[src/rtl/pfd_cp_pkg.sv]
// Shared constants and pump-state encoding for the PFD / charge-pump block.
package pfd_cp_pkg;

    localparam real VDD_V = 3.0;

    localparam int W_DEF        = 16;
    localparam int I_STEP_DEF   = 64;
    localparam int LOCK_TOL_DEF = 2;
    localparam int LOCK_CNT_DEF = 8;
    localparam logic [15:0] V_INIT_DEF = 16'h8000;

    localparam int PW_BITS = 8;

    typedef enum logic [1:0] {
        IDLE,
        PUMP_UP,
        PUMP_DN,
        CLEAR
    } pump_state_t;

endpackage

[src/rtl/pfd_cp_edge_sync.sv]
// Two-flop synchronizer plus rising-edge detector for an asynchronous clock input.
module edge_sync (
    input  logic clk,
    input  logic rst,
    input  logic din,
    output logic rise
);

    logic       s1;
    logic       s2;
    logic       prev;
    logic       armed;
    logic [1:0] fill;

    // armed only after a real low has crossed the synchronizer, so an input
    // already high at reset release never produces a phantom edge
    always_ff @(posedge clk or posedge rst) begin
        if (rst) begin
            s1    <= 1'b0;
            s2    <= 1'b0;
            prev  <= 1'b0;
            armed <= 1'b0;
            fill  <= 2'b00;
        end else begin
            s1   <= din;
            s2   <= s1;
            prev <= s2;
            fill <= {fill[0], 1'b1};
            if (fill[1] && !s2)
                armed <= 1'b1;
        end
    end

    assign rise = armed & s2 & ~prev;

endmodule

[src/rtl/pfd_cp.sv]
// Tri-state phase/frequency detector with saturating charge pump and lock detect.
module pfd_cp
    import pfd_cp_pkg::*;
#(
    parameter int W        = W_DEF,
    parameter int I_STEP   = I_STEP_DEF,
    parameter logic [W-1:0] V_INIT = W'(V_INIT_DEF),
    parameter int LOCK_TOL = LOCK_TOL_DEF,
    parameter int LOCK_CNT = LOCK_CNT_DEF
) (
    input  logic         refclk,
    input  logic         rst,
    input  logic         d,
    input  logic         ref_in,
    input  logic         fb_in,
    output logic         up,
    output logic         down,
    output logic [W-1:0] vout,
    output logic         lock
);

    localparam int AW = $clog2(LOCK_CNT + 1);
    localparam logic [AW-1:0]      CNT   = AW'(LOCK_CNT);
    localparam logic [PW_BITS-1:0] TOL   = PW_BITS'(LOCK_TOL);
    localparam logic [PW_BITS-1:0] PWMAX = '1;
    localparam logic [W:0]         STEP  = (W + 1)'(I_STEP);
    localparam logic [W:0]         VMAXE = {1'b0, {W{1'b1}}};

    logic ref_e;
    logic fb_e;

    edge_sync u_ref (
        .clk  (refclk),
        .rst  (rst),
        .din  (ref_in),
        .rise (ref_e)
    );

    edge_sync u_fb (
        .clk  (refclk),
        .rst  (rst),
        .din  (fb_in),
        .rise (fb_e)
    );

    pump_state_t state;
    pump_state_t state_n;

    always_ff @(posedge refclk or posedge rst) begin
        if (rst)
            state <= IDLE;
        else
            state <= state_n;
    end

    // edges in the CLEAR cycle are dropped; simultaneous edges from IDLE stay IDLE
    always_comb begin
        state_n = state;
        if (!d) begin
            state_n = IDLE;
        end else begin
            unique case (state)
                IDLE: begin
                    if (ref_e && !fb_e)
                        state_n = PUMP_UP;
                    else if (fb_e && !ref_e)
                        state_n = PUMP_DN;
                end
                PUMP_UP: if (fb_e)  state_n = CLEAR;
                PUMP_DN: if (ref_e) state_n = CLEAR;
                CLEAR:   state_n = IDLE;
                default: state_n = IDLE;
            endcase
        end
    end

    assign up   = (state == PUMP_UP) || (state == CLEAR);
    assign down = (state == PUMP_DN) || (state == CLEAR);

    logic [W:0]   vext;
    logic [W:0]   vsum;
    logic [W-1:0] vout_n;

    assign vext = {1'b0, vout};
    assign vsum = vext + STEP;

    always_comb begin
        vout_n = vout;
        unique case (1'b1)
            (d && up && !down):
                vout_n = (vsum > VMAXE) ? VMAXE[W-1:0] : vsum[W-1:0];
            (d && down && !up):
                vout_n = (vext < STEP) ? '0 : vout - STEP[W-1:0];
            default:
                vout_n = vout;
        endcase
    end

    logic [PW_BITS-1:0] width;
    logic [PW_BITS-1:0] width_n;
    logic [AW-1:0]      aligned;
    logic [AW-1:0]      aligned_n;
    logic [AW-1:0]      aligned_inc;

    assign aligned_inc = (aligned == CNT) ? aligned : aligned + 1'b1;

    always_comb begin
        width_n   = width;
        aligned_n = aligned;
        if (!d) begin
            width_n   = '0;
            aligned_n = '0;
        end else if (up || down) begin
            width_n = (width == PWMAX) ? width : width + 1'b1;
        end else if (width != '0) begin
            width_n   = '0;
            aligned_n = (width <= TOL) ? aligned_inc : '0;
        end else if (ref_e && fb_e) begin
            aligned_n = aligned_inc;
        end
    end

    always_ff @(posedge refclk or posedge rst) begin
        if (rst) begin
            vout    <= V_INIT;
            width   <= '0;
            aligned <= '0;
            lock    <= 1'b0;
        end else begin
            vout    <= vout_n;
            width   <= width_n;
            aligned <= aligned_n;
            lock    <= d && (aligned_n == CNT);
        end
    end

endmodule

[config.mk]
export PLATFORM = sky130hd
export DESIGN_NAME = pfd_cp
export DESIGN_NICKNAME = d
export VERILOG_FILES = /design/src/rtl/pfd_cp_pkg.sv /design/src/rtl/pfd_cp_edge_sync.sv /design/src/rtl/pfd_cp.sv
export SDC_FILE = /design/constraint.sdc
export NUM_CORES = 1
export LEC_CHECK = 0
export CORE_MARGIN = 10
export CORE_UTILIZATION = 41
export CTS_BUF_LIST = sky130_fd_sc_hd__clkbuf_8 sky130_fd_sc_hd__clkbuf_16
export DETAILED_ROUTE_END_ITERATION = 7
export PLACE_DENSITY = 0.69
export SLEW_MARGIN = 30
export SYNTH_ARGS = -nofsm -noshare
export SYNTH_HDL_FRONTEND = slang
export SYNTH_HIERARCHICAL = 1
export SYNTH_SLANG_ARGS = --single-unit
[constraint.sdc]
create_clock -name refclk -period 3.2 [get_ports refclk]
set_clock_uncertainty 0.05 [all_clocks]
set_input_delay 0.8 -clock refclk [delete_from_list [all_inputs] [get_ports refclk]]
set_output_delay 0.8 -clock refclk [all_outputs]
set_load 0.05 [all_outputs]
# Yosys cells after proc, flatten, opt, wreduce, memory -nomap -nowiden

Cells that the tools add are included.

ROM bits: 0
Memories: 0
Flip-flop bits (word level): 43
RAM bits: 0
Bits in latches: 0
Word-level logic and storage cells: 82

Add/sub/neg operators: 4
Equality and inequality tests: 11
$lt $le $gt $ge: 3
Shift operators: 0
Multiplexer cells: 19
Reductions and logical operators: 24
Div/mod/pow operators: 0
Multipliers: 0
Bitwise gates (word level): 6

Operator list:

| cell                                                                              | number |
|---|---|
| 16-bit 2-to-1 mux                                                                 | 2 |
| 8-bit 2-to-1 mux                                                                  | 4 |
| 16-bit case mux with 2 select lines                                               | 1 |
| 4-bit 2-to-1 mux                                                                  | 6 |
| 16-bit by 7-bit adder with 17-bit output, second input constant                   | 1 |
| 17-bit by 16-bit greater-than comparator with 1-bit output, second input constant | 1 |
| 16-bit by 7-bit less-than comparator with 1-bit output, second input constant     | 1 |
| 16-bit by 7-bit subtractor with 16-bit output, second input constant              | 1 |
| 1-bit logical AND                                                                 | 10 |
| 2-bit 2-to-1 mux                                                                  | 5 |
| 3-bit inequality test, second input constant                                      | 3 |
| 8-bit by 1-bit adder with 8-bit output, second input constant                     | 1 |
| 4-bit == test, second input constant                                              | 2 |
| 8-bit == test, second input constant                                              | 1 |
| 8-bit by 2-bit <= comparator with 1-bit output, second input constant             | 1 |
| 2-bit case mux with 4 select lines                                                | 1 |
| 8-bit nonzero test                                                                | 1 |
| 1-bit zero test                                                                   | 6 |
| 4-bit by 1-bit adder with 4-bit output, second input constant                     | 1 |
| 1-bit bitwise AND                                                                 | 4 |
| 2-bit == test, second input constant                                              | 2 |
| 4-bit inequality test, second input constant                                      | 1 |
| 1-bit logical OR                                                                  | 3 |
| 3-bit by 1-bit inequality test with 1-bit output, second input constant           | 1 |
| other kinds (6)                                                                   | 7 |

# Longest topological paths before layout

Depth in word-level cells: 9
Depth in mapped cells: 9

# Hierarchy

The synthesis kept the hierarchy.

By module, submodules not included:

| module    | cells an instance | instances | seq. area each (um2) | area each (um2) |
|---|---|---|---|---|
| pfd_cp    | 247               | 1         | 651.9                | 2094.5 |
| edge_sync | 12                | 2         | 150.1                | 176.4 |

# Least setup slack after synthesis

No wires, ideal clock.

Path type: reg2reg
Start point: reg vout[6]
End point: reg vout[13]
Period minus slack after synthesis: 2564 ps
Cell stages (with the launch flop): 10
Slack: 636 ps
Required time: 3012 ps
Arrival time: 2376 ps
Setup time: 138 ps
Cells stage by stage: dfrtp_1 > inv_1 > ha_1 > or3b_2 > clkbuf_1 > nor4_4 > nand2b_1 > a2bb2oi_1 > a21o_1 > a21oi_1

Word-level cells in the longest chain between the ends: 4
Elaborated cells on any way between the ends: 7
Those cells by class: add/sub: 2; order compare: 2; mux: 3

RTL lines:

| element                                                    | line          | RTL |
|---|---|---|
| start, declared                                            | pfd_cp.sv:18  | `output logic [W-1:0] vout,` |
| start signal, assigned                                     | pfd_cp.sv:130 | `vout <= vout_n;` |
| 16-bit by 7-bit adder with 17-bit output                   | pfd_cp.sv:85  | `assign vsum = vext + STEP;` |
| 17-bit by 16-bit greater-than comparator with 1-bit output | pfd_cp.sv:91  | `vout_n = (vsum > VMAXE) ? VMAXE[W-1:0] : vsum[W-1:0];` |
| 16-bit 2-to-1 mux                                          | pfd_cp.sv:91  |  |
| 16-bit case mux with 2 select lines (*)                    | pfd_cp.sv:89  | `unique case (1'b1)` |

Mark *: on every way between the ends. The rest lies on a longest branch, timed or not.
A chain may end at the register's enable or synchronous reset.

# Worst setup path in the final report

Start point: reg state[0]
End point: out down

Word-level cells in the longest chain between the ends: 2
Elaborated cells on any way between the ends: 3
Those cells by class: eq/ne: 2; reduce/logical: 1

RTL lines:

| element                | line         | RTL |
|---|---|---|
| start, declared        | pfd_cp.sv:46 | `pump_state_t state;` |
| start signal, assigned | pfd_cp.sv:53 | `state <= state_n;` |
| 2-bit == test          | pfd_cp.sv:78 | `assign down = (state == PUMP_DN) \|\| (state == CLEAR);` |
| 1-bit logical OR (*)   | pfd_cp.sv:78 |  |
| end, declared          | pfd_cp.sv:17 | `output logic down,` |

Marked as above.

==> results.ini <==
[logic_synthesis]
ys_seq_area_share_pct=38.91
synth_area_leaders=dfrtp_1, ha_1, nor2_1
ys_warn_count=6
synth_area_per_cell_um2=9.031
ys.flop_type=dfrtp_1
synth_top_area_share_pct=37.83
synth_edf_count=0
syn_area_um2=2447
ys_seq_elements=38
synth.distinct_cells=65
ys_top_cells_by_count=dfrtp_1, nor2_1, nand2_1
synth.most_common_cell=dfrtp_1
synthArstFlopShare_pct=100.0
synth_cells=271
syn_nets=289
yosysTopAreaCell=dfrtp_1

[clocking]
cts.sinks=38
hold_buffers=0
clk_latency_ps=280
root_buffer=clkbuf_8
cts_resized=0
numCtsBuffers=5
cts_tree=built
clk_pin_slew_ps=70
clk_path_buf_depth=2
post_cts_buffers=0
htree_levels=2

[timing]
rsz0062_at_grt=false
max_freq_ghz=0.3506
tns_ps=0
worst_pin_slew_ps=507.1
setup_viol=0
period_needed_ps=2853
period_share_pct=89.14
final_max_slew_viol_count=0
hold_slack_ps=299.9
hold_viol=0
slew_headroom_pct=66.09

[global_route]
antenna_found_initial=0
grtUsageTotal_pct=11.14
grt_first_pass_wirelength_mm=9.218
grt_pass1_vias=2005
grt.overflow.total=0
grt_max_degree=27

[cells_and_area]
fin_cells=367
fillers=546
area_growth_pct=15.23
diodes=0
finalInstanceArea_um2=2820
nNetsFinal=309
drive_gt1_share_pct=8.904

[status]
status=finished clean

[setup_path]
worst-path-max-fanout=5
critical_path_arrival_ps=2000
critPathBufInv=3
crit_cells=5
cp_cell_sequence=inv_1, ha_1, nor2_1, inv_1, clkdlybuf4s50_1
start_kind=flip-flop
slowest_delay_ps=700
reg2reg_depth=8
cp-end-kind=output port
cp-endpoint=down
crit_type=flip-flop to output port
r2r-start=vout[6]$_DFFE_PP0P_
critPathLaunch=state[0]$_DFFE_PP0P_
r2r_slack_ps=640
cp_slowest_cell=clkdlybuf4s50_1
worstPathRequired_ps=2350
critical_path.top_delay_family=buffers and inverters
reg2reg_to=vout[8]$_DFFE_PP0P_
path_common_cell=inv_1

[power]
power_density_nw_per_um2=821.4
p_seq_share_pct=33.0
internal-power_uw=1229
pwr-share-clk_pct=16.9
peakVddDrop_v=0.0004641
power_uw=2316
swShare_pct=46.95
p_comb_share_pct=50.1
switching_power_uw=1088
leakage_uw=0.001184

[routing]
drt_wl_total_mm=5.160
post_drt_wl_per_cell_um=14.06
ant_nets=0
vias_per_cell=5.463
vias=2005
drc_errors=0
drt_pass1_iterations=4
drt_iter0_drc=86

[floorplanning]
initial_core_util_pct=41.83
coreArea_um2=5851
die_h_um=97.26
fp.dieW_um=97.26
die_area_um2=9460
pin_count=24
num_rows=28

[placement]
globalplace.congestion=0.8509
post_dp_cell_area_um2=2711
dpl.cell_count=359
hpwl_mm=3.903
port_buffers=23

[hold_path]
min_path_type=flip-flop to flip-flop

[job]
max_cap_viol_count=0

## worst register-to-register path, cell delays in order (launching register included)
cell	delay (ps)
dfrtp_1	460
inv_1	170
ha_1	210
or3b_2	560
nor4_4	310
nor2_1	150
a221oi_1	310
a21o_1	130
a21oi_1	70
## stage by stage
stage	setup WS, ps	utilization, %
after CTS	324.1	48.20
final	347.4	48.20
after floorplan	636.0	-
after detailed placement	495.7	46.34
after global placement	514.8	46.34
after global routing	250.3	48.20
## power by group through the flow
stage          clock, uW  combinational [uW]  sequential (uW)
6_report             391                1160              766
5_1_grt              434                1280              799
4_1_cts              411                1170              765
3_5_place_dp           0                1160              775
3_3_place_gp           0                1150              774
2_1_floorplan          0                 764              857
## flip-flops by register name, indices dropped and copies added (netlist names), 2 cells and up
signal	cells
vout	11
u_fb/fill	2
u_ref/fill	2
width	8
state	2
aligned	4
## worst min path at each step
stage / slack, ps / cells after the start / startpoint / to
CTS: 300 / 0 / u_fb/fill[0]$_DFF_PP0_ / u_fb/fill[1]$_DFF_PP0_
global placement: 280 / 0 / u_fb/fill[0]$_DFF_PP0_ / u_fb/fill[1]$_DFF_PP0_
detailed placement: 290 / 0 / u_fb/fill[0]$_DFF_PP0_ / u_fb/fill[1]$_DFF_PP0_
finish: 300 / 0 / u_fb/s1$_DFF_PP0_ / u_fb/s2$_DFF_PP0_
floorplan: 280 / 0 / u_fb/fill[0]$_DFF_PP0_ / u_fb/fill[1]$_DFF_PP0_
global route: 310 / 0 / u_ref/s1$_DFF_PP0_ / u_ref/s2$_DFF_PP0_
## layout by cell type, fill, tap and decap left out, types with 5 or more instances in the layout
master / instances
a21oi_1: 8
clkbuf_8: 5
clkdlybuf4s50_1: 23
dfrtp_1: 37
ha_1: 13
inv_1: 20
nand2_1: 24
nand3_1: 10
nand4_1: 6
nor2_1: 26
nor3_1: 7
o21ai_0: 19
xnor2_1: 7
## area by class of cell
cell class                      count  area [um^2]  share of cell area (%)
Multi-Input combinational cell    199         1330                   47.16
Sequential cell                    38        952.2                   33.76
Timing Repair Buffer               27        260.3                   9.228
Tap cell                           75        93.84                   3.327
Inverter                           20        75.07                   2.662
Clock buffer                        5        68.82                   2.440
Clock inverter                      3        40.04                   1.420
## per-layer routing
| metal | routed length, um | up-vias | share of wire, % | track usage (%) |
|---|---|---|---|---|
| met3 | 314 | 4 | 6.1 | 3.272 |
| met1 | 2258 | 944 | 44 | 13.39 |
| met5 | 0 | - | 0 | 0 |
| li1 | - | 998 | - | - |
| met4 | 36 | 0 | 0.70 | 4.027 |
| met2 | 2551 | 59 | 49 | 18.36 |
## cell families (layout without fill, tap and decap cells)
logic type	count (synthesis)	in the layout	synth area share (%)
simple gates	113	113	25.77
fa+ha+maj	13	13	6.646
other cells	2	2	0.3069
xor+xnor	7	7	2.505
mux	3	3	1.329
flops	38	38	38.91
buf+inv	34	55	6.748
compound gates	61	61	17.79
Power figures use the tool's default switching activity.
